$ cat src/rtl/sync_fifo_param_if.sv
// sync_fifo_param_if: producer/consumer bundle for sync_fifo_param
interface sync_fifo_param_if #(
    parameter int DATA_W = 8,
    parameter int DEPTH  = 16
);
    localparam int CW = $clog2(DEPTH) + 1;
    logic              wr_en;
    logic [DATA_W-1:0] data_in;
    logic              rd_en;
    logic [DATA_W-1:0] data_out;
    logic              full;
    logic              empty;
    logic              almost_full;
    logic              almost_empty;
    logic [CW-1:0]     count;
    logic              overflow;
    logic              underflow;
    modport master (
        output wr_en, data_in, rd_en,
        input  data_out, full, empty, almost_full, almost_empty, count, overflow, underflow
    );
    modport slave (
        input  wr_en, data_in, rd_en,
        output data_out, full, empty, almost_full, almost_empty, count, overflow, underflow
    );
endinterface

$ cat src/rtl/sync_fifo_param.sv
// sync_fifo_param: parameterised single-clock FIFO with thresholds, error pulses and optional FWFT read
module sync_fifo_param #(
    parameter int DATA_W    = 8,
    parameter int DEPTH     = 16,
    parameter int AFULL_TH  = DEPTH - 2,
    parameter int AEMPTY_TH = 2,
    parameter bit FWFT      = 1'b0
) (
    input logic              clk,
    input logic              rst,
    sync_fifo_param_if.slave bus
);
    localparam int AW = $clog2(DEPTH);
    localparam int CW = AW + 1;
    logic [DATA_W-1:0] r_mem [DEPTH];
    logic [AW-1:0]     r_wr_ptr;
    logic [AW-1:0]     r_rd_ptr;
    logic [CW-1:0]     r_count;
    logic [DATA_W-1:0] r_data;
    logic              r_overflow;
    logic              r_underflow;
    logic              w_rd_accept;
    logic              w_wr_accept;
    // a full FIFO still takes a write when the head is popped in the same cycle
    assign w_rd_accept = bus.rd_en && (r_count != '0);
    assign w_wr_accept = bus.wr_en && ((r_count != CW'(DEPTH)) || w_rd_accept);
    always_ff @(posedge clk) begin
        if (w_wr_accept) r_mem[r_wr_ptr] <= bus.data_in;
    end
    always_ff @(posedge clk or posedge rst) begin
        if (rst) begin
            r_wr_ptr    <= '0;
            r_rd_ptr    <= '0;
            r_count     <= '0;
            r_data      <= '0;
            r_overflow  <= 1'b0;
            r_underflow <= 1'b0;
        end else begin
            if (w_wr_accept) r_wr_ptr <= r_wr_ptr + AW'(1);
            if (w_rd_accept) begin
                r_rd_ptr <= r_rd_ptr + AW'(1);
                r_data   <= r_mem[r_rd_ptr];
            end
            r_count     <= r_count + CW'(w_wr_accept) - CW'(w_rd_accept);
            r_overflow  <= bus.wr_en && !w_wr_accept;
            r_underflow <= bus.rd_en && !w_rd_accept;
        end
    end
    assign bus.count        = r_count;
    assign bus.full         = r_count == CW'(DEPTH);
    assign bus.empty        = r_count == '0;
    assign bus.almost_full  = r_count >= CW'(AFULL_TH);
    assign bus.almost_empty = r_count <= CW'(AEMPTY_TH);
    assign bus.overflow     = r_overflow;
    assign bus.underflow    = r_underflow;
    assign bus.data_out     = FWFT ? r_mem[r_rd_ptr] : r_data;
endmodule
$ cat src/flat_wrapper.sv
// flat-port wrapper written by rule: the top's interface ports become plain ports
module sync_fifo_param_flat 
#(
    parameter int DATA_W    = 8,
    parameter int DEPTH     = 16,
    parameter int AFULL_TH  = DEPTH - 2,
    parameter int AEMPTY_TH = 2,
    parameter bit FWFT      = 1'b0
)
  (clk, rst, bus_wr_en, bus_data_in, bus_rd_en, bus_data_out, bus_full, bus_empty, bus_almost_full, bus_almost_empty, bus_count, bus_overflow, bus_underflow);
  sync_fifo_param_if #(.DATA_W(DATA_W), .DEPTH(DEPTH)) bus_i ();
  input logic clk;
  input logic rst;
  input wire logic [$bits(bus_i.wr_en)-1:0] bus_wr_en;
  input wire logic [$bits(bus_i.data_in)-1:0] bus_data_in;
  input wire logic [$bits(bus_i.rd_en)-1:0] bus_rd_en;
  output wire logic [$bits(bus_i.data_out)-1:0] bus_data_out;
  output wire logic [$bits(bus_i.full)-1:0] bus_full;
  output wire logic [$bits(bus_i.empty)-1:0] bus_empty;
  output wire logic [$bits(bus_i.almost_full)-1:0] bus_almost_full;
  output wire logic [$bits(bus_i.almost_empty)-1:0] bus_almost_empty;
  output wire logic [$bits(bus_i.count)-1:0] bus_count;
  output wire logic [$bits(bus_i.overflow)-1:0] bus_overflow;
  output wire logic [$bits(bus_i.underflow)-1:0] bus_underflow;
  assign bus_i.wr_en = bus_wr_en;
  assign bus_i.data_in = bus_data_in;
  assign bus_i.rd_en = bus_rd_en;
  assign bus_data_out = bus_i.data_out;
  assign bus_full = bus_i.full;
  assign bus_empty = bus_i.empty;
  assign bus_almost_full = bus_i.almost_full;
  assign bus_almost_empty = bus_i.almost_empty;
  assign bus_count = bus_i.count;
  assign bus_overflow = bus_i.overflow;
  assign bus_underflow = bus_i.underflow;
  sync_fifo_param #(.DATA_W(DATA_W), .DEPTH(DEPTH), .AFULL_TH(AFULL_TH), .AEMPTY_TH(AEMPTY_TH), .FWFT(FWFT)) u_core (.clk(clk), .rst(rst), .bus(bus_i));
endmodule
$ cat config.mk
export PLATFORM = sky130hd
export DESIGN_NAME = sync_fifo_param_flat
export DESIGN_NICKNAME = d
export VERILOG_FILES = /design/src/rtl/sync_fifo_param_if.sv /design/src/rtl/sync_fifo_param.sv /design/src/flat_wrapper.sv
export SDC_FILE = /design/constraint.sdc
export NUM_CORES = 1
export LEC_CHECK = 0
export ABC_AREA = 1
export BUFFER_PORTS_ARGS = -buffer_cell sky130_fd_sc_hd__buf_2
export CORE_AREA = 2 2 114 116
export DETAILED_ROUTE_END_ITERATION = 12
export DIE_AREA = 0 0 116 118
export PLACE_DENSITY = 0.79
export SYNTH_ARGS = -nofsm -noshare
export SYNTH_HDL_FRONTEND = slang
export SYNTH_SLANG_ARGS = --single-unit
$ cat constraint.sdc
create_clock -name clk -period 6.7 [get_ports clk]
set_clock_uncertainty 0.05 [all_clocks]
set_input_delay 0.67 -clock clk [delete_from_list [all_inputs] [get_ports clk]]
set_output_delay 0.67 -clock clk [all_outputs]
set_load 0.05 [all_outputs]
Yosys cells after proc, flatten, opt, wreduce, memory -nomap -nowiden
Memories as Yosys holds them, arrays and structs flattened. A register that Yosys moved wholly into a read port is not among the register bits. Index checks and enable logic that the tools add are counted.

Divide/modulo/power cells: 0. Add/sub/neg operators: 4. Shifts and indexed selects: 0. Mux-type cells: 2. $mul: 0. $lt $le $gt $ge: 2. Bitwise logic cells: 0. Reduce and logical (&&, ||, !) cells: 9. Eq/ne operators: 2.

Operators with widths (count): $add 4x1->4 const B (2); $add 5x1->5 (1); $eq 5x5->1 const B (1); $ge 5x4->1 const B (1); $le 5x2->1 const B (1); $logic_not 5->1 (1); $ne 5x5->1 const B (1); $reduce_bool 5->1 (1); $sub 5x1->5 (1); $logic_and 1x1->1 (4); $logic_not 1->1 (2); $mux 1 (2); $logic_or 1x1->1 (1).

Flip-flop bits (word level): 15. Input bits: 12. Output and inout port bits: 19. Bits in writable memories: 128. ROM bits: 0. Logic and storage cells: 25. Memories kept: 1. Latch bits: 0.

Memories: u_core.r_mem (words 16, width 8, read ports 1, clocked after Yosys merged registers in 1, wr ports 1, line sync_fifo_param.sv:15) `logic [DATA_W-1:0] r_mem [DEPTH];`.

Longest topological paths before layout
Gate-level depths: netlist (run 1).

Depth after elaboration: 6. Mapped depth: 14. Gate-level depth less buffers: 13.

Worst setup path before layout (run 1)
OpenSTA, ideal clock, no wires.

Kind: reg-to-reg. From: register u_core.r_count[2], in the netlist u_core.bus.count[2]. To: register u_core.r_count[4], in the netlist u_core.bus.count[4]. Data arrival time: 3091 ps. Clock period less this slack: 3221 ps. Data required time: 6571 ps. Stages on the path, launching flop included: 14. Buffers on the path: 0. Setup time: 79 ps. Setup slack: 3479 ps. Cell sequence: dfrtp_1 > inv_1 > ha_1 > nand3_1 > nor2_1 > nand2_1 > nand2_2 > inv_2 > ha_1 > fa_1 > a21oi_1 > nor2_1 > nor2_1 > xor2_1.

Word-level cells in the longest chain between the ends: 6. Elaborated cells between the ends (all ways): 7. Those cells by class: 2 x add/sub; 1 x eq/ne; 4 x reduce/logical.

Ends and longest elaborated chain: from (decl) (line sync_fifo_param.sv:18) `logic [CW-1:0] r_count;`; from (signal assigned) (line sync_fifo_param.sv:44) `r_count <= r_count + CW'(w_wr_accept) - CW'(w_rd_accept);`; $reduce_bool 5->1 (line sync_fifo_param.sv:25) `assign w_rd_accept = bus.rd_en && (r_count != '0);`; $logic_and 1x1->1 (line sync_fifo_param.sv:25); $logic_or 1x1->1 (*) (line sync_fifo_param.sv:26) `assign w_wr_accept = bus.wr_en && ((r_count != CW'(DEPTH)) || w_rd_accept);`; $logic_and 1x1->1 (*) (line sync_fifo_param.sv:26); net u_core.w_wr_accept (line sync_fifo_param.sv:23) `logic w_wr_accept;`; $add 5x1->5 (*) (line sync_fifo_param.sv:44); $sub 5x1->5 (*) (line sync_fifo_param.sv:44).

The timed path passes the listed nets; every way through them passes the cells marked *. A chain may end at the register's enable or synchronous reset.

Worst setup path in the final report (run 1)
From: register u_core.r_count[2], in the netlist u_core.bus.count[2]. To: register u_core.r_count[4], in the netlist u_core.bus.count[4].

Word-level cells in the longest chain between the ends: 6. Elaborated cells between the ends (all ways): 7. Those cells by class: 2 x add/sub; 1 x eq/ne; 4 x reduce/logical.

Ends and longest elaborated chain (line): $reduce_bool 5->1 (sync_fifo_param.sv:25); $logic_and 1x1->1 (sync_fifo_param.sv:25); $logic_or 1x1->1 (sync_fifo_param.sv:26); $logic_and 1x1->1 (sync_fifo_param.sv:26); $add 5x1->5 (sync_fifo_param.sv:44); $sub 5x1->5 (*) (sync_fifo_param.sv:44).

Every way passes the cells marked *; elsewhere a longest branch is shown, timed or not.

==> summary.md, run 1 <==
| Metric | Value |
|---|---|
| Vias per cell | 5.19 |
| Die W | roughly 120 um |
| All-Layer GR Usage | between 20% and 30% |
| Hold crit path type | input pin to async pin |
| Die Area | ~14000 um^2 |
| Max-Cap Viols | 0 |
| Synth Instances | between 600 and 700 |
| Overflow after GRT | 0 |
| TritonCTS clock tree | built |
| Leak Pwr | ~3.4 nW |
| Largest family of logic cells by synthesized area | simple AND/OR/NAND/NOR gates |
| Crit Path Max Fanout | 12 |
| Antenna Diode Count | 0 |
| CTS root buffer | clkbuf_16 |
| First-pass DRT Iterations | 5 |
| Adder-cell area share of the yosys netlist | slightly above 3% |
| Setup slack, reg-to-reg | ~3.5 ns |
| Avg Inst Size Synth | between 10 and 15 um^2 |
| RSZ-0062 raised after global routing | no |
| 1st-iter DRT viols | roughly 450 |
| Setup TNS | 0 ns |
| Largest cells by area after synthesis | edfxtp_1 57%, nand2_1 12%, dfrtp_1 8.6% |
| Post-Synth Simple-Gate Area | between 20% and 30% |
| Post-place instance area | 6950 um^2 |
| Comb pwr share | a little over a third |
| P_int | 2.09 mW |
| Clock network fraction of total power | between 20 and 30% |
| Worst reg2reg startpoint | u_core.bus.count[2] |
| Vias after detailed routing | ~4500 |
| Kind of critical path | register to register |
| Crit share post-route | between 40% and 50% |
| Io pins | 31 |
| Worst EP arrival | about 3.5 ns |
| Share of layout cells above drive strength 1 | about a tenth |
| Antenna-violating nets left | 0 |
| Tightest Pin Transition | between 1 and 1.5 ns |
| Switching Fraction | between 30 and 40% |
| Dpl hpwl | roughly 8600 um |
| I/O Buffers | 30 |
| Synth Register Bits | between 150 and 200 |
| Pin count of the biggest net entering global routing | 68 |
| CTS clk-pin slew, worst paths | about 0.060 ns |
| Hold Vio Cnt, Final | 0 |
| Fin. max-slew vios | 0 |
| Antenna violations before repair | 0 |
| Status | finished, final reports clean |
| CTS Hold Bufs | 0 |
| Prevailing post-synth register cell | edfxtp_1 |
| Commonest non-fill, non-tap cells in the layout | 208 x nand2_1, 128 x edfxtp_1, 113 x inv_1, 100 x nand3_1, 30 x buf_2 |
| Post-Syn Area | about 6700 um^2 |
| Max IR drop VDD | between 0.3 and 0.4 mV |
| CTS sink cnt | between 150 and 200 |
| First-pass GRT wire length | 22500 um |
| Synth warn | 0 |
| Post-synthesis mux area share | 0% |
| DR WL/cell | 16.0 um |
| Cell variety after synth | 20 |
| Sequential share of power | between 30% and 40% |
| Final WL | approximately 14000 um |
| P&R area growth vs syn | 12.2% |
| Row cnt | 41 |
| Post-synth EDFFs | ~130 |
| CTS buffer count | 17 |
| CP Launch Type | register |
| Share of the synthesized area in the top cell type | 57.1% |
| Clk_lat worst skew | 0.43 ns |
| Async S/R FF share, synth | between 15 and 20% |
| Post-cts sizing count | 0 |
| Vias in the first global route | ~4500 |
| Worst Setup SP | u_core.bus.count[2] |
| Commonest non-fill, non-tap cell in the layout | nand2_1 |
| Register-to-Register Path Depth | 13 |
| Initial Utilization | roughly 54% |
| Total nets after synthesis | 690 |
| CORE AREA | about 12000 um^2 |
| Compound-Gate Fraction of Synth Area | less than 1% |
| Post-Synth XOR/XNOR Area | between 1 and 1.5% |
| CP max-delay cell | dfrtp_1 |
| Register area share after synthesis | 65.7% |
| Die height | between 100 and 150 um |
| PwrDens | between 400 and 500 nW/um^2 |
| Post-CTS setup buffer count | 0 |
| Fin area | 7550 um^2 |
| Switching pwr | 1.34 mW |
| FMAX | approximately 320 MHz |
| Residual DRC | 0 |
| GPL Wtd Cong | about 0.83 |
| Synth area leader | edfxtp_1 |
| H-tree lvl count | 4 |
| Tmin final | ~3.2 ns |
| Layout fillers | 987 |
| Worst path cell trace | inv_1 -> ha_1 -> nand4_1 -> nand2_1 -> inv_1 -> ha_1 -> inv_1 -> ha_1 -> fa_1 -> a21oi_1 -> nor2_1 -> nor2_1 -> xor2_1 |
| CP peak stage delay | around 0.41 ns |
| Final Net Count | slightly above 700 |
| Worst rel slew slack | roughly 22% |
| Maximum buffer depth of the clock tree | 2 |
| Setup Viol. Count Final | 0 |
| CP required | approximately 7 ns |
| Hold_ws | about 0.35 ns |
| Worst setup EP type | register |
| R2r endpoint | u_core.bus.count[4] |
==> cell type report <==
class                      count  area (um^2)  area share, %
tap                          172          215           2.85
multi-input combinational    366         1710           22.6
clock buffer                  20          447           5.92
inverter                     118          443           5.87
clock inverter                12          153           2.02
timing repair buffer          32          165           2.19
sequential                   151         4420           58.6
==> cells in the mapped netlist, types with 2 or more instances <==
master,n
nand2_2,2
nand2_1,208
xor2_1,8
buf_4,9
edfxtp_1,128
nor2_1,24
ha_1,15
inv_2,4
dfrtp_1,23
clkbuf_1,2
buf_2,15
inv_1,113
nand3_1,100
a21oi_1,2
o21ai_0,4
==> critical path: cells and delay by family (launching register included) <==
kind / cells / cell delay [ns]
flip-flops: 1 / 0.41
AND/OR/NAND/NOR: 4 / 0.69
AO/OA/AOI/OAI: 1 / 0.18
XOR/XNOR: 1 / 0.16
buffers and inverters: 3 / 0.41
adder cells (fa/ha/maj): 4 / 1.16
==> cells by family after synthesis <==
logic type | after synthesis
adder cells (fa/ha/maj) | 16
flip-flops | 151
buffers and inverters | 145
AO/OA/AOI/OAI | 6
XOR/XNOR | 9
AND/OR/NAND/NOR | 335
==> stage by stage <==
stage / setup slack (ns) / power, mW / cells / util (%)
after floorplan: 3.48 / 2.19 / 662 / -
after global placement: 3.77 / 2.43 / 839 / 56.0
after detailed placement: 3.61 / 2.47 / 839 / 56.0
after CTS: 3.58 / 3.43 / 871 / 60.8
after global routing: 3.29 / 3.62 / 871 / 60.8
final: 3.55 / 3.43 / 871 / 60.8
==> registers in the layout, indices dropped and copies added (netlist names) <==
register / count
u_core.bus.underflow: 1
u_core.bus.data_out: 8
u_core.bus.overflow: 1
u_core.r_rd_ptr: 4
u_core.r_mem: 128
u_core.bus.count: 5
u_core.r_wr_ptr: 4
==> layer usage <==
| layer | up-vias | track usage (%) | wire length [um] |
|---|---|---|---|
| li1 | 2154 | - | - |
| met1 | 2154 | 28.1 | 5470 |
| met2 | 186 | 36.4 | 7220 |
| met3 | 24 | 4.69 | 1000 |
| met4 | 0 | 8.63 | 248 |
| met5 | - | 0 | 0 |
==> how the worst max path moves through the flow <==
stage	to	slack, ns	cells past startpoint
after global placement	u_core.bus.count[4]	3.77	13
after detailed placement	u_core.bus.count[4]	3.61	13
after floorplan	u_core.bus.count[4]	3.48	13
after CTS	u_core.bus.count[4]	3.58	13
after global routing	u_core.bus.count[4]	3.29	13
final	u_core.bus.count[4]	3.55	13
==> power groups by stage <==
stage / logic, mW / registers [mW] / clock network [mW]
6_report: 1.22 / 1.26 / 0.962
5_1_grt: 1.35 / 1.27 / 1.00
4_1_cts: 1.21 / 1.26 / 0.966
3_5_place_dp: 1.20 / 1.27 / 0
3_3_place_gp: 1.16 / 1.27 / 0
2_1_floorplan: 0.816 / 1.37 / 0
Power figures use the tool's default switching activity.
==> run 2, diff against run 1 <==
--- a/config.mk
+++ b/config.mk
@@ -5,11 +5,11 @@
 export SDC_FILE = /design/constraint.sdc
 export NUM_CORES = 1
 export LEC_CHECK = 0
-export ABC_AREA = 1
+export ABC_AREA = 0
 export BUFFER_PORTS_ARGS = -buffer_cell sky130_fd_sc_hd__buf_2
-export CORE_AREA = 2 2 114 116
+export CORE_AREA = 2 2 109 111
 export DETAILED_ROUTE_END_ITERATION = 12
-export DIE_AREA = 0 0 116 118
+export DIE_AREA = 0 0 111 113
 export PLACE_DENSITY = 0.79
 export SYNTH_ARGS = -nofsm -noshare
 export SYNTH_HDL_FRONTEND = slang
==> constraint.sdc (replaced) <==
create_clock -name clk -period 3.2 [get_ports clk]
set_clock_uncertainty 0.05 [all_clocks]
set_input_delay 0.32 -clock clk [delete_from_list [all_inputs] [get_ports clk]]
set_output_delay 0.32 -clock clk [all_outputs]
set_load 0.05 [all_outputs]
==> summary.md, run 2 <==
| Metric | Value |
|---|---|
| Crit Path Max Fanout | 6 (-6) |
| Comb pwr share | 32.7% (-2.7 points) |
| Antenna violations before repair | 0 (unchanged) |
| TritonCTS clock tree | built |
| Post-cts sizing count | 0 (unchanged) |
| PwrDens | 938 nW/um^2 (+110%) |
| Worst rel slew slack | 40.8% (+19 points) |
| Die height | 113 um (-4.2%) |
| Vias after detailed routing | 3031 (-33%) |
| First-pass GRT wire length | 18200 um (-19%) |
| Clock network fraction of total power | 26.9% (-1.1 points) |
| GPL Wtd Cong | 0.789 (-5.4%) |
| Post-place instance area | 6480 um^2 (-6.8%) |
| CP max-delay cell | fa_1 |
| Switching pwr | 2.22 mW (+65%) |
| Async S/R FF share, synth | 15.2% (unchanged) |
| Hold crit path type | input pin to async pin |
| Register area share after synthesis | 72.2% (+6.5 points) |
| R2r endpoint | u_core.bus.count[4] |
| Leak Pwr | 2.56 nW (-24%) |
| Hold Vio Cnt, Final | 0 (unchanged) |
| CORE AREA | 11300 um^2 (-9.2%) |
| Synth area leader | edfxtp_1 |
| Most numerous cell in the Yosys netlist | edfxtp_1 |
| Commonest non-fill, non-tap cell in the layout | edfxtp_1 |
| CP peak stage delay | 0.43 ns (+0.02 ns) |
| First-pass DRT Iterations | 4 (-1) |
| Status | finished, final reports clean |
| Dpl hpwl | 7280 um (-15%) |
| Commonest non-fill, non-tap cells in the layout | 128 x edfxtp_1, 30 x buf_2, 26 x mux4_2, 22 x nand2_1, 22 x dfrtp_1 |
| Switching Fraction | 33.7% (-5.4 points) |
| CTS buffer count | 17 (unchanged) |
| Register-to-Register Path Depth | 12 (-1) |
| Fin. max-slew vios | 0 (unchanged) |
| Worst path cell trace | inv_1 -> ha_1 -> nor4b_4 -> nand2b_1 -> inv_2 -> ha_1 -> inv_1 -> ha_1 -> fa_1 -> a21oi_1 -> o21bai_1 -> xnor2_1 |
| Vias in the first global route | 3190 (-29%) |
| Multi-input logic area | 1540 um^2 (-9.8%) |
| 1st-iter DRT viols | 365 (-18%) |
| Overflow after GRT | 0 (unchanged) |
| Final Net Count | 397 (-44%) |
| Row cnt | 39 (-4.9%) |
| CTS clk-pin slew, worst paths | 0.06 ns (about the same) |
| Hold_ws | 0.0369 ns (-0.316 ns) |
| Worst reg2reg startpoint | u_core.bus.count[2] |
| Pin count of the biggest net entering global routing | 35 (-49%) |
| Tmin final | 2.69 ns (-0.459 ns) |
| Prevailing post-synth register cell | edfxtp_1 |
| Largest Register | u_core.r_mem |
| Vias per cell | 5.77 (+11%) |
| RSZ-0062 raised after global routing | no |
| Final WL | 11300 um (-19%) |
| I/O Buffers | 30 (unchanged) |
| Synth Register Bits | 151 (unchanged) |
| Initial Utilization | 54.3% (+0.088 points) |
| P&R area growth vs syn | 14.5% |
| Die W | 111 um (-4.3%) |
| Largest cells by area after synthesis | edfxtp_1 63%, mux4_2 9.6%, dfrtp_1 9.4% |
| CTS root buffer | clkbuf_16 |
| Antenna-violating nets left | 0 (unchanged) |
| DR WL/cell | 21.6 um (+35%) |
| Total nets after synthesis | 345 (-50%) |
| Worst setup EP type | register |
| Critical Path Most Common Cell | ha_1 |
| Clk_lat worst skew | 0.42 ns (about the same) |
| Antenna Diode Count | 0 (unchanged) |
| Maximum buffer depth of the clock tree | 2 (unchanged) |
| Max reg flops | 128 (unchanged) |
| Overall power | 6.58 mW (+92%) |
| Worst EP arrival | 2.94 ns (-0.51 ns) |
| Layout fillers | 744 (-25%) |
| Fin area | 7010 um^2 (-7.2%) |
| P_int | 4.36 mW (+110%) |
| Tightest Pin Transition | 0.887 ns (-0.279 ns) |
| Post-synth EDFFs | 128 (unchanged) |
| CP Launch Type | register |
| All-Layer GR Usage | 19.9% (-2.0 points) |
| Post-Syn Area | 6120 um^2 (-9.1%) |
| H-tree lvl count | 4 (unchanged) |
| Share of the synthesized area in the top cell type | 62.8% (+5.7 points) |
| Io pins | 31 (unchanged) |
| CP required | 3.45 ns (-3.55 ns) |
| Cell variety after synth | 32 (+60%) |
| Reg area | 4420 um^2 (unchanged) |
| Setup crit end | u_core.bus.count[4] |
| Setup slack, reg-to-reg | 0.51 ns (-3.04 ns) |
| Post-CTS setup buffer count | 0 (unchanged) |
| Setup Viol. Count Final | 0 (unchanged) |
| Max-Cap Viols | 0 (unchanged) |
| Kind of critical path | register to register |
| Worst Setup SP | u_core.bus.count[2] |
| Post-synth top cells | 128 x edfxtp_1, 26 x mux4_2, 23 x dfrtp_1, 22 x nand2_1, 16 x mux2i_1 |
| Synth Instances | 317 (-52%) |
| Crit share post-route | 84.1% (+37 points) |
| FMAX | 372 MHz (+17%) |
| Synth warn | 0 (unchanged) |
| Die Area | 12500 um^2 (-8.4%) |
| CTS sink cnt | 151 (unchanged) |
| Max IR drop VDD | 1.20 mV (+290%) |
| Avg Inst Size Synth | 19.3 um^2 (+90%) |
| Sequential share of power | 40.5% (+3.9 points) |
| Setup TNS | 0 ns (unchanged) |
| Residual DRC | 0 (unchanged) |
| Share of layout cells above drive strength 1 | 27.5% (+18 points) |
| CTS Hold Bufs | 0 (unchanged) |
-- run 2: power by group through the flow --
stage	combinational [mW]	sequential (mW)	clock [mW]
5_1_grt	2.33	2.70	1.89
2_1_floorplan	1.45	2.89	0
3_3_place_gp	2.10	2.67	0
4_1_cts	2.16	2.66	1.79
3_5_place_dp	2.15	2.70	0
6_report	2.15	2.66	1.77
-- run 2: per-layer routing --
| layer | wire, um | vias to the layer above | global-route usage [%] |
|---|---|---|---|
| met1 | 4620 | 1550 | 26.0 |
| li1 | - | 1344 | - |
| met5 | 0 | - | 0 |
| met4 | 151 | 0 | 7.50 |
| met2 | 5760 | 125 | 32.0 |
| met3 | 789 | 12 | 6.32 |
-- run 2: logic make-up after synthesis --
family / synth area share (%)
xor+xnor: 1.29
compound gates: 1.78
buf+inv: 2.78
simple gates: 3.80
fa+ha+maj: 3.39
flops: 72.2
mux: 14.8
-- run 2: how the worst min path moves through the flow --
stage,startpoint,slack [ns],cells after the start,endpoint
floorplan,rst,0.27,1,u_core.bus.count[0]
global placement,u_core.bus.data_out[2],0.42,2,u_core.bus.data_out[2]
detailed placement,u_core.bus.data_out[3],0.43,2,u_core.bus.data_out[3]
CTS,bus_rd_en,0.04,2,u_core.bus.overflow
global route,bus_rd_en,0.05,2,u_core.bus.overflow
finish,rst,0.04,2,u_core.bus.data_out[6]
-- run 2: metrics by stage --
stage	cells	setup slack [ns]	util, %
after detailed placement	493	0.555	57.5
final	525	0.509	62.2
after global routing	525	0.312	62.2
after floorplan	317	0.0104	-
after global placement	493	0.653	57.5
after CTS	525	0.496	62.2
-- run 2: critical path: cells and delay by family (launching register included) --
| family | cells | cell delay, ns |
|---|---|---|
| fa+ha+maj | 4 | 1.12 |
| flops | 1 | 0.42 |
| buf+inv | 3 | 0.21 |
| xor+xnor | 1 | 0.12 |
| simple gates | 2 | 0.42 |
| compound gates | 2 | 0.23 |
-- run 2: area by class of cell --
| type | count | area share [%] |
|---|---|---|
| multi-input combinational | 137 | 22.0 |
| sequential | 151 | 63.1 |
| tap | 143 | 2.55 |
| clock buffer | 24 | 6.87 |
| timing repair buffer | 48 | 4.07 |
| clock inverter | 8 | 0.714 |
| inverter | 14 | 0.750 |
